===== config.mk =====
export PLATFORM = sky130hd
export DESIGN_NAME = iob_split_pipe
export DESIGN_NICKNAME = d
export VERILOG_FILES = /design/src/rtl/iob_split_pkg.sv /design/src/rtl/iob_split_track_fifo.sv /design/src/rtl/iob_split_pipe.sv
export SDC_FILE = /design/constraint.sdc
export NUM_CORES = 1
export LEC_CHECK = 0
export BUFFER_PORTS_ARGS = -buffer_cell sky130_fd_sc_hd__buf_2
export CORE_AREA = 8 8 198 200
export DETAILED_ROUTE_END_ITERATION = 8
export DIE_AREA = 0 0 206 208
export GPL_TIMING_DRIVEN = 0
export SLEW_MARGIN = 10
export SYNTH_ARGS = -nofsm -noshare
export SYNTH_HDL_FRONTEND = slang
export SYNTH_SLANG_ARGS = --single-unit
export TNS_END_PERCENT = 20

===== constraint.sdc =====
create_clock -name clk -period 3 [get_ports clk]
set_input_delay 0.3 -clock clk [delete_from_list [all_inputs] [get_ports clk]]
set_output_delay 0.3 -clock clk [all_outputs]
set_load 0.03 [all_outputs]

===== src/rtl/iob_split_pkg.sv =====
// Shared constants and helpers for the pipelined IOb bus split.
package iob_split_pkg;

  localparam int ERR_UNMAPPED = 0;
  localparam int ERR_SPURIOUS = 1;

  // Wide enough for any sensible data bus; users take the low DATA_W bits.
  localparam int ERR_RDATA_MAXW = 1024;
  localparam logic [ERR_RDATA_MAXW-1:0] ERR_RDATA = '1;

  function automatic int sel_width(input int n_slaves);
    return (n_slaves > 1) ? $clog2(n_slaves) : 1;
  endfunction

endpackage


===== src/rtl/iob_split_track_fifo.sv =====
// Small FIFO of target indices for outstanding reads; head is the target
// whose read data must come back next.
module iob_split_track_fifo #(
  parameter int WIDTH = 3,
  parameter int DEPTH = 4
) (
  input  logic             clk,
  input  logic             rst_n,
  input  logic             i_push,
  input  logic [WIDTH-1:0] i_data,
  input  logic             i_pop,
  output logic             o_full,
  output logic             o_empty,
  output logic [WIDTH-1:0] o_head
);

  localparam int PTR_W = (DEPTH > 1) ? $clog2(DEPTH) : 1;
  localparam int CNT_W = $clog2(DEPTH + 1);

  logic [WIDTH-1:0] r_mem [DEPTH];
  logic [PTR_W-1:0] r_wptr;
  logic [PTR_W-1:0] r_rptr;
  logic [CNT_W-1:0] r_cnt;
  logic             w_push;
  logic             w_pop;

  function automatic logic [PTR_W-1:0] next_ptr(input logic [PTR_W-1:0] p);
    return (p == PTR_W'(DEPTH - 1)) ? '0 : p + PTR_W'(1);
  endfunction

  assign o_full  = (r_cnt == CNT_W'(DEPTH));
  assign o_empty = (r_cnt == '0);
  assign o_head  = r_mem[r_rptr];
  assign w_push  = i_push & ~o_full;
  assign w_pop   = i_pop & ~o_empty;

  always_ff @(posedge clk or negedge rst_n) begin
    if (!rst_n) begin
      r_wptr <= '0;
      r_rptr <= '0;
      r_cnt  <= '0;
      for (int i = 0; i < DEPTH; i++) r_mem[i] <= '0;
    end else begin
      if (w_push) begin
        r_mem[r_wptr] <= i_data;
        r_wptr        <= next_ptr(r_wptr);
      end
      if (w_pop) r_rptr <= next_ptr(r_rptr);
      case ({w_push, w_pop})
        2'b10:   r_cnt <= r_cnt + CNT_W'(1);
        2'b01:   r_cnt <= r_cnt - CNT_W'(1);
        default: r_cnt <= r_cnt;
      endcase
    end
  end

endmodule


===== src/rtl/iob_split_pipe.sv =====
// IOb 1:N bus split with in-order tracking of outstanding reads and an
// internal error responder for unmapped select values.
module iob_split_pipe
  import iob_split_pkg::*;
#(
  parameter int ADDR_W    = 32,
  parameter int DATA_W    = 32,
  parameter int N_SLAVES  = 4,
  parameter int SEL_MSB   = ADDR_W - 1,
  parameter int MAX_OUTST = 4
) (
  input  logic                             clk,
  input  logic                             rst,
  input  logic                             m_avalid,
  input  logic [ADDR_W-1:0]                m_addr,
  input  logic [DATA_W-1:0]                m_wdata,
  input  logic [DATA_W/8-1:0]              m_wstrb,
  output logic                             m_ready,
  output logic                             m_rvalid,
  output logic [DATA_W-1:0]                m_rdata,
  output logic [N_SLAVES-1:0]              s_avalid,
  output logic [N_SLAVES*ADDR_W-1:0]       s_addr,
  output logic [N_SLAVES*DATA_W-1:0]       s_wdata,
  output logic [N_SLAVES*(DATA_W/8)-1:0]   s_wstrb,
  input  logic [N_SLAVES-1:0]              s_ready,
  input  logic [N_SLAVES-1:0]              s_rvalid,
  input  logic [N_SLAVES*DATA_W-1:0]       s_rdata,
  input  logic                             err_clr,
  output logic [1:0]                       err
);

  localparam int SEL_W = sel_width(N_SLAVES);
  localparam int IDX_W = $clog2(N_SLAVES + 1);

  logic [SEL_W-1:0]  w_sel;
  logic [IDX_W-1:0]  w_tgt;
  logic [IDX_W-1:0]  w_head;
  logic              w_unmapped;
  logic              w_is_rd;
  logic              w_stall;
  logic              w_full;
  logic              w_empty;
  logic              w_tgt_ready;
  logic              w_head_rvalid;
  logic [DATA_W-1:0] w_head_rdata;
  logic              w_spur;
  logic              w_acc;
  logic              w_push;
  logic [1:0]        w_err_set;

  logic [IDX_W-1:0]  r_last_sel;
  logic              r_err_pend;
  logic [1:0]        r_err;

  assign w_sel      = m_addr[SEL_MSB -: SEL_W];
  assign w_tgt      = (32'(w_sel) >= N_SLAVES) ? IDX_W'(N_SLAVES) : IDX_W'(w_sel);
  assign w_unmapped = (w_tgt == IDX_W'(N_SLAVES));
  assign w_is_rd    = (m_wstrb == '0);

  // Stall uses registered occupancy only, so a same-cycle return never unblocks.
  assign w_stall = w_is_rd & (w_full | (~w_empty & (w_tgt != r_last_sel)));

  always_comb begin
    w_tgt_ready   = 1'b0;
    w_head_rvalid = 1'b0;
    w_head_rdata  = '0;
    w_spur        = 1'b0;
    s_avalid      = '0;
    for (int i = 0; i < N_SLAVES; i++) begin
      if (w_tgt == IDX_W'(i)) w_tgt_ready = s_ready[i];
      if (w_head == IDX_W'(i)) begin
        w_head_rvalid = s_rvalid[i];
        w_head_rdata  = s_rdata[i*DATA_W +: DATA_W];
      end
      if (s_rvalid[i] && (w_empty || (w_head != IDX_W'(i)))) w_spur = 1'b1;
      s_avalid[i] = rst & m_avalid & ~w_stall & (w_tgt == IDX_W'(i));
    end
    if (w_unmapped) w_tgt_ready = 1'b1;
    if (w_head == IDX_W'(N_SLAVES)) begin
      w_head_rvalid = r_err_pend;
      w_head_rdata  = ERR_RDATA[DATA_W-1:0];
    end
  end

  assign m_ready  = rst & ~w_stall & w_tgt_ready;
  assign m_rvalid = rst & ~w_empty & w_head_rvalid;
  assign m_rdata  = w_head_rdata;

  assign s_addr  = {N_SLAVES{m_addr}};
  assign s_wdata = {N_SLAVES{m_wdata}};
  assign s_wstrb = {N_SLAVES{m_wstrb}};

  assign w_acc  = m_avalid & m_ready;
  assign w_push = w_acc & w_is_rd;

  always_comb begin
    w_err_set               = '0;
    w_err_set[ERR_UNMAPPED] = w_acc & w_unmapped;
    w_err_set[ERR_SPURIOUS] = w_spur;
  end

  iob_split_track_fifo #(
    .WIDTH (IDX_W),
    .DEPTH (MAX_OUTST)
  ) u_track (
    .clk     (clk),
    .rst_n   (rst),
    .i_push  (w_push),
    .i_data  (w_tgt),
    .i_pop   (m_rvalid),
    .o_full  (w_full),
    .o_empty (w_empty),
    .o_head  (w_head)
  );

  always_ff @(posedge clk or negedge rst) begin
    if (!rst) begin
      r_last_sel <= '0;
      r_err_pend <= 1'b0;
      r_err      <= '0;
    end else begin
      if (w_push) r_last_sel <= w_tgt;
      r_err_pend <= w_push & w_unmapped;
      r_err      <= (r_err & ~{2{err_clr}}) | w_err_set;
    end
  end

  assign err = r_err;

endmodule


* Word-level counts from Yosys, hierarchy flattened
Index checks and enable logic that the tools add are counted.
Storage, ports and cells: flip-flop bits (word level) 23, bits of input ports 208, output and inout port bits 312, word-level logic and storage cells 99
Cells by class: add/sub/neg operators 4, $lt $le $gt $ge 3, equality and inequality tests 16, mux-type cells 27, bitwise logic cells 25, reduce and logical (&&, ||, !) cells 15
Operator list (number):
- $mux 32 | 5
- $and 1x1->1 | 16
- $mux 1 | 13
- $bwmux 12 | 1
- $eq 2x2->1 const B | 5
- $logic_not 3->1 | 3
- $mux 3 | 3
- $bmux 3 s2 | 1
- $demux 3 s2 | 1
- $eq 3x2->1 const B | 2
- $eq 3x3->1 const B | 2
- $ge 3x3->1 const B | 2
- $ne 3x2->1 const B | 2
- $not 2->3 | 2
- $pmux 3 s2 | 1
- $logic_and 1x1->1 | 5
- $add 2x1->2 const B | 2
- $eq 2x1->1 const B | 2
- $logic_not 4->1 | 1
- $logic_or 1x1->1 | 4
- $mux 2 | 2
- $add 3x1->3 const B | 1
- $eq 3x1->1 const B | 1
- $lt 3x1->1 const B | 1
- other kinds (10) | 12

* Longest topological paths before layout
depth in word-level cells 14, mapped depth 10, depth with buffers taken out 9

* Hierarchy
Synthesis repeated with hierarchy kept, for this count alone.
Second synthesis, totals: cell total of the unflattened synthesis 562, area total of the unflattened synthesis 4438.0 um2
By module, submodules not included:
- iob_split_pipe | instances 1, cells an instance 492, area each 3480.8 um2, sequential area each 100.1 um2
- iob_split_track_fifo | instances 1, cells an instance 70, area each 957.2 um2, sequential area each 475.5 um2

* Worst setup path after synthesis
OpenSTA, ideal clock, no wires.
path type flip-flop to flip-flop, start register u_track.r_rptr[0], end register u_track.r_cnt[2], library setup time 79 ps, data arrival time 2442 ps, data required time 2921 ps, path slack 478 ps, stages on the path, launching flop included 11, buffers on the path 1, period minus slack after synthesis 2522 ps, cell sequence dfrtp_1 mux4_2 buf_6 mux2i_2 o22ai_2 ha_1 inv_1 fa_1 xor2_1 nor2_1 xor2_1
On the way: cells in the longest elaborated chain, start to end 14, elaborated cells between the ends (all ways) 20, those cells by class 6 x eq/ne; 9 x mux; 3 x bitwise; 2 x reduce/logical
RTL lines:
- start, declared | line iob_split_track_fifo.sv:22 | logic [PTR_W-1:0] r_rptr;
- start signal, assigned | line iob_split_track_fifo.sv:48 | if (w_pop) r_rptr <= next_ptr(r_rptr);
- $not 2->3 (implied by the code) * | line iob_split_track_fifo.sv:33 | assign o_head = r_mem[r_rptr];
- $bmux 3 s2 * | line iob_split_track_fifo.sv:33
- $mux 3 (implied by the code) * (2 in a row) | line iob_split_track_fifo.sv:33
- $logic_not 3->1 | line iob_split_pipe.sv:71 | if (w_head == IDX_W'(i)) begin
- $mux 1 (4 in a row) | line iob_split_pipe.sv:71
- $mux 1 * | line iob_split_pipe.sv:79 | if (w_head == IDX_W'(N_SLAVES)) begin
- $and 1x1->1 * | line iob_split_pipe.sv:86 | assign m_rvalid = rst & ~w_empty & w_head_rvalid;
- $and 1x1->1 * | line iob_split_track_fifo.sv:35 | assign w_pop = i_pop & ~o_empty;
- net u_track.w_pop | line iob_split_track_fifo.sv:25 | logic w_pop;
- $eq 2x1->1 or $eq 2x2->1 (tied branches) | line iob_split_track_fifo.sv:49 | case ({w_push, w_pop})
- $pmux 3 s2 or $reduce_bool 2->1 (tied branches)
- end signal, assigned | line iob_split_track_fifo.sv:50 | 2'b10: r_cnt <= r_cnt + CNT_W'(1);
- end signal, assigned | line iob_split_track_fifo.sv:51 | 2'b01: r_cnt <= r_cnt - CNT_W'(1);
- end signal, assigned | line iob_split_track_fifo.sv:52 | default: r_cnt <= r_cnt;
- end, declared | line iob_split_track_fifo.sv:23 | logic [CNT_W-1:0] r_cnt;
The timed path passes the listed nets; every way through them passes the cells marked *. The select of a mux whose other input is x is not followed. A chain may end at the register's enable or synchronous reset.

* Worst setup path after layout
Ends and elaborated chain as after synthesis.

==> key figures <==
Setup path
  • R2R Setup Slk: 0.26 ns
  • Crit path capture type: flop
  • Worst EP arrival: 2.91 ns
  • Critical path class: reg2reg
  • Critical path required time: 3.17 ns
  • Crit-path cells: mux4_2, buf_6, mux2i_2, o22ai_2, ha_1, inv_1, fa_1, xor2_1, nor2_1, xor2_1
  • CP max FO: 10
  • Crit-path max cell delay: 0.53 ns
  • Slowest CP cell: mux4_2
  • CP most frequent cell: xor2_1
  • Startpoint Class: flop

Timing
  • Max-slew violations: 0
  • Final number of hold-violating endpoints: 0
  • Setup-failing EPs final: 0
  • Slew @ Worst Pin: 0.609 ns
  • RSZ-0062 raised after global routing: no
  • Period utilization: 91.3%
  • Min Tclk post-route: 2.74 ns
  • Layout Skew: 0.00243 ns
  • Hold Slack: 0.0195 ns
  • Slew Limit Headroom: 59.2%
  • F_max: 365 MHz
  • Setup TNS: 0 ns

GRT
  • Vias in the first global route: 4635
  • GR Overflow Total: 0
  • GRT Overall Usage: 8.89%
  • Initial antenna violation count: 5
  • Pin count of the biggest net entering global routing: 26
  • First-pass GRT wire length: 29800 um

Floorplan
  • Num ports: 520
  • Num rows: 70
  • Starting Density: 11.2%
  • DIE AREA: 42800 sq um
  • Core ar.: 36100 sq um
  • Die Ht: 208 um
  • Die W: 206 um

Worst hold path
  • Worst hold path class: in2async

CTS
  • Cell chosen for the clock root: clkbuf_16
  • Worst-path clk slew: 0.06 ns
  • Setup bufs post-CTS: 0
  • Max H-tree Level: 1
  • CTS tree: built
  • Cts hold-fix bufs: 0
  • Clk_lat worst skew: 0.25 ns
  • CTS max path bufs: 2
  • Total CTS buffers: 3
  • CTS sink count: 19
  • Post-CTS sizing: 0

Yosys
  • Syn Nets: 628
  • Syn Inst Count: 413
  • Distinct cells, synth: 37
  • Post-Syn Area: 4030 sq um
  • Register bit count reported by yosys: 19
  • Seq/Total Area, Yosys: 11.8%
  • Asr flop ratio synth: 100%
  • Yosys warning count: 0
  • Avg Inst Size Synth: 9.76 sq um
  • Ys flop type: dfrtp_1
  • Number of synthesized flops with an enable pin: 0

Route
  • Drc violations: 0
  • Via count: 4341
  • Post-detailed-routing wire length: 21000 um
  • Drt wl/cell: 15.7 um
  • DR vias/cell: 3.24
  • First-iteration detailed-routing DRC count: 160
  • Antenna Nets Post-Route: 0
  • Drt first pass iters: 4

Placement
  • HPWL Detailed: 19400 um
  • RePlAce Congestion: 0.913
  • DP Area: 6890 sq um
  • IO buf count: 455

Layout
  • Reg area: 475 sq um
  • Final Cell Area: 6970 sq um
  • Synth-to-layout area growth: 73.0%
  • ANT cells: 0
  • Nets: 1088
  • Multi-input gate area: 1390 sq um
  • Final Core Density: 19.3%
  • Layout cell share with drive strength beyond 1: 89.7%
  • Layout fillers: 4007

Pwr
  • Leakage: 3.93 nW
  • Max VDD drop: 0.000274 V
  • Pwr dens: 307 nW/um^2

Run status
  • Status: completed

Run
  • Maxcap violations: 0
[cell usage in the layout (no fill, tap or decap)]
master,netlist,final
and2_4,1,1
and3_1,2,2
and4_4,1,1
buf_2,4,459
buf_4,272,272
buf_6,6,6
clkbuf_1,1,2
clkbuf_16,0,3
clkbuf_2,1,1
dfrtp_1,19,19
fa_1,1,1
ha_1,6,6
inv_1,8,8
mux2_1,2,2
mux2_2,8,8
mux2_4,2,2
mux2i_1,2,2
mux2i_2,1,1
mux4_1,9,9
mux4_2,26,26
nand2_1,1,1
nand2b_1,1,1
nand3_1,9,9
nand3b_1,3,3
nor2_1,4,4
nor2b_1,1,1
nor3_1,5,5
nor4_1,1,1
o2111ai_1,1,1
o21ai_0,3,3
o22ai_1,2,2
o22ai_2,1,1
o311ai_0,1,1
o31a_1,1,1
o31ai_2,1,1
or3_1,1,1
xnor2_1,1,1
xor2_1,4,4
[Yosys cell counts, types with 2 or more instances]
library cell  number  area (sq um)
mux2_4             2          30.0
buf_2              4          20.0
buf_4            272          2040
o22ai_1            2          12.5
inv_1              8          30.0
ha_1               6          75.1
nor2_1             4          15.0
mux2_1             2          22.5
dfrtp_1           19           475
xor2_1             4          35.0
buf_6              6          67.6
nand3_1            9          45.0
and3_1             2          12.5
mux4_2            26           586
o21ai_0            3          15.0
mux2i_1            2          20.0
nor3_1             5          25.0
mux2_2             8          90.1
nand3b_1           3          22.5
mux4_1             9           236
[stage by stage]
stage	instances	setup slack, ns	total power, mW
2_1_floorplan	413	0.478	1.44
4_1_cts	1340	0.187	2.16
6_report	1340	0.261	2.14
3_3_place_gp	1336	0.298	1.85
5_1_grt	1340	0.0773	2.25
3_5_place_dp	1336	0.283	1.88
[final cells by class]
type / instances / area share [%]
Buffer: 284 / 30.7
Clock buffer: 4 / 1.13
Inverter: 8 / 0.431
Multi-Input combinational cell: 102 / 19.9
Sequential cell: 19 / 6.82
Tap cell: 468 / 8.40
Timing Repair Buffer: 455 / 32.7
[critical path: cells and delay by family (launching register included)]
family                   cells  cell delay, ns
AND/OR/NAND/NOR              1            0.12
flip-flops                   1            0.44
XOR/XNOR                     2            0.32
multiplexers                 2            0.70
buffers and inverters        2            0.24
AO/OA/AOI/OAI                1            0.25
adder cells (fa/ha/maj)      2            0.60
[path summary, 6_finish.rpt]
path                               endpoint  depth (start not counted)         startpoint
min in group clk                     err[0]                          2            err_clr
setup / recovery           u_track.r_cnt[2]                         10  u_track.r_rptr[0]
hold / removal             u_track.r_cnt[0]                          1                rst
setup reg to reg           u_track.r_cnt[2]                         10  u_track.r_rptr[0]
hold reg to reg            u_track.r_cnt[2]                          1   u_track.r_cnt[2]
max in group asynchronous  u_track.r_mem[6]                          1                rst
[power by group]
part,switching [mW],internal [mW]
combinational,0.868,0.633
clock,0.0968,0.181
sequential,0.0525,0.307
[routing by layer]
metal | global-route usage (%) | vias up | wire, um
met3 | 3.22 | 20 | 2590
met4 | 0.808 | 8 | 167
met1 | 10.4 | 2042 | 7920
met5 | 0 | - | 45
met2 | 15.7 | 221 | 10300
li1 | - | 2050 | -
[sequential cells by signal, summed over array words and instances, names as in the netlist]
register        count
u_track.r_cnt       3
u_track.r_mem       8
err                 2
u_track.r_wptr      2
u_track.r_rptr      2
r_last_sel          2
[cells by family (layout without fill, tap and decap cells)]
logic type / Yosys count / in the layout / share of synthesized area [%]
buffers and inverters: 292 / 751 / 53.8
muxes: 50 / 50 / 24.8
and+or+nand+nor: 30 / 30 / 4.19
DFF: 19 / 19 / 11.8
AOI/OAI and AO/OA: 10 / 10 / 1.96
adders and majority gates: 7 / 7 / 2.36
xor gates and xnor gates: 5 / 5 / 1.09
(Power assumes the default switching activity.)
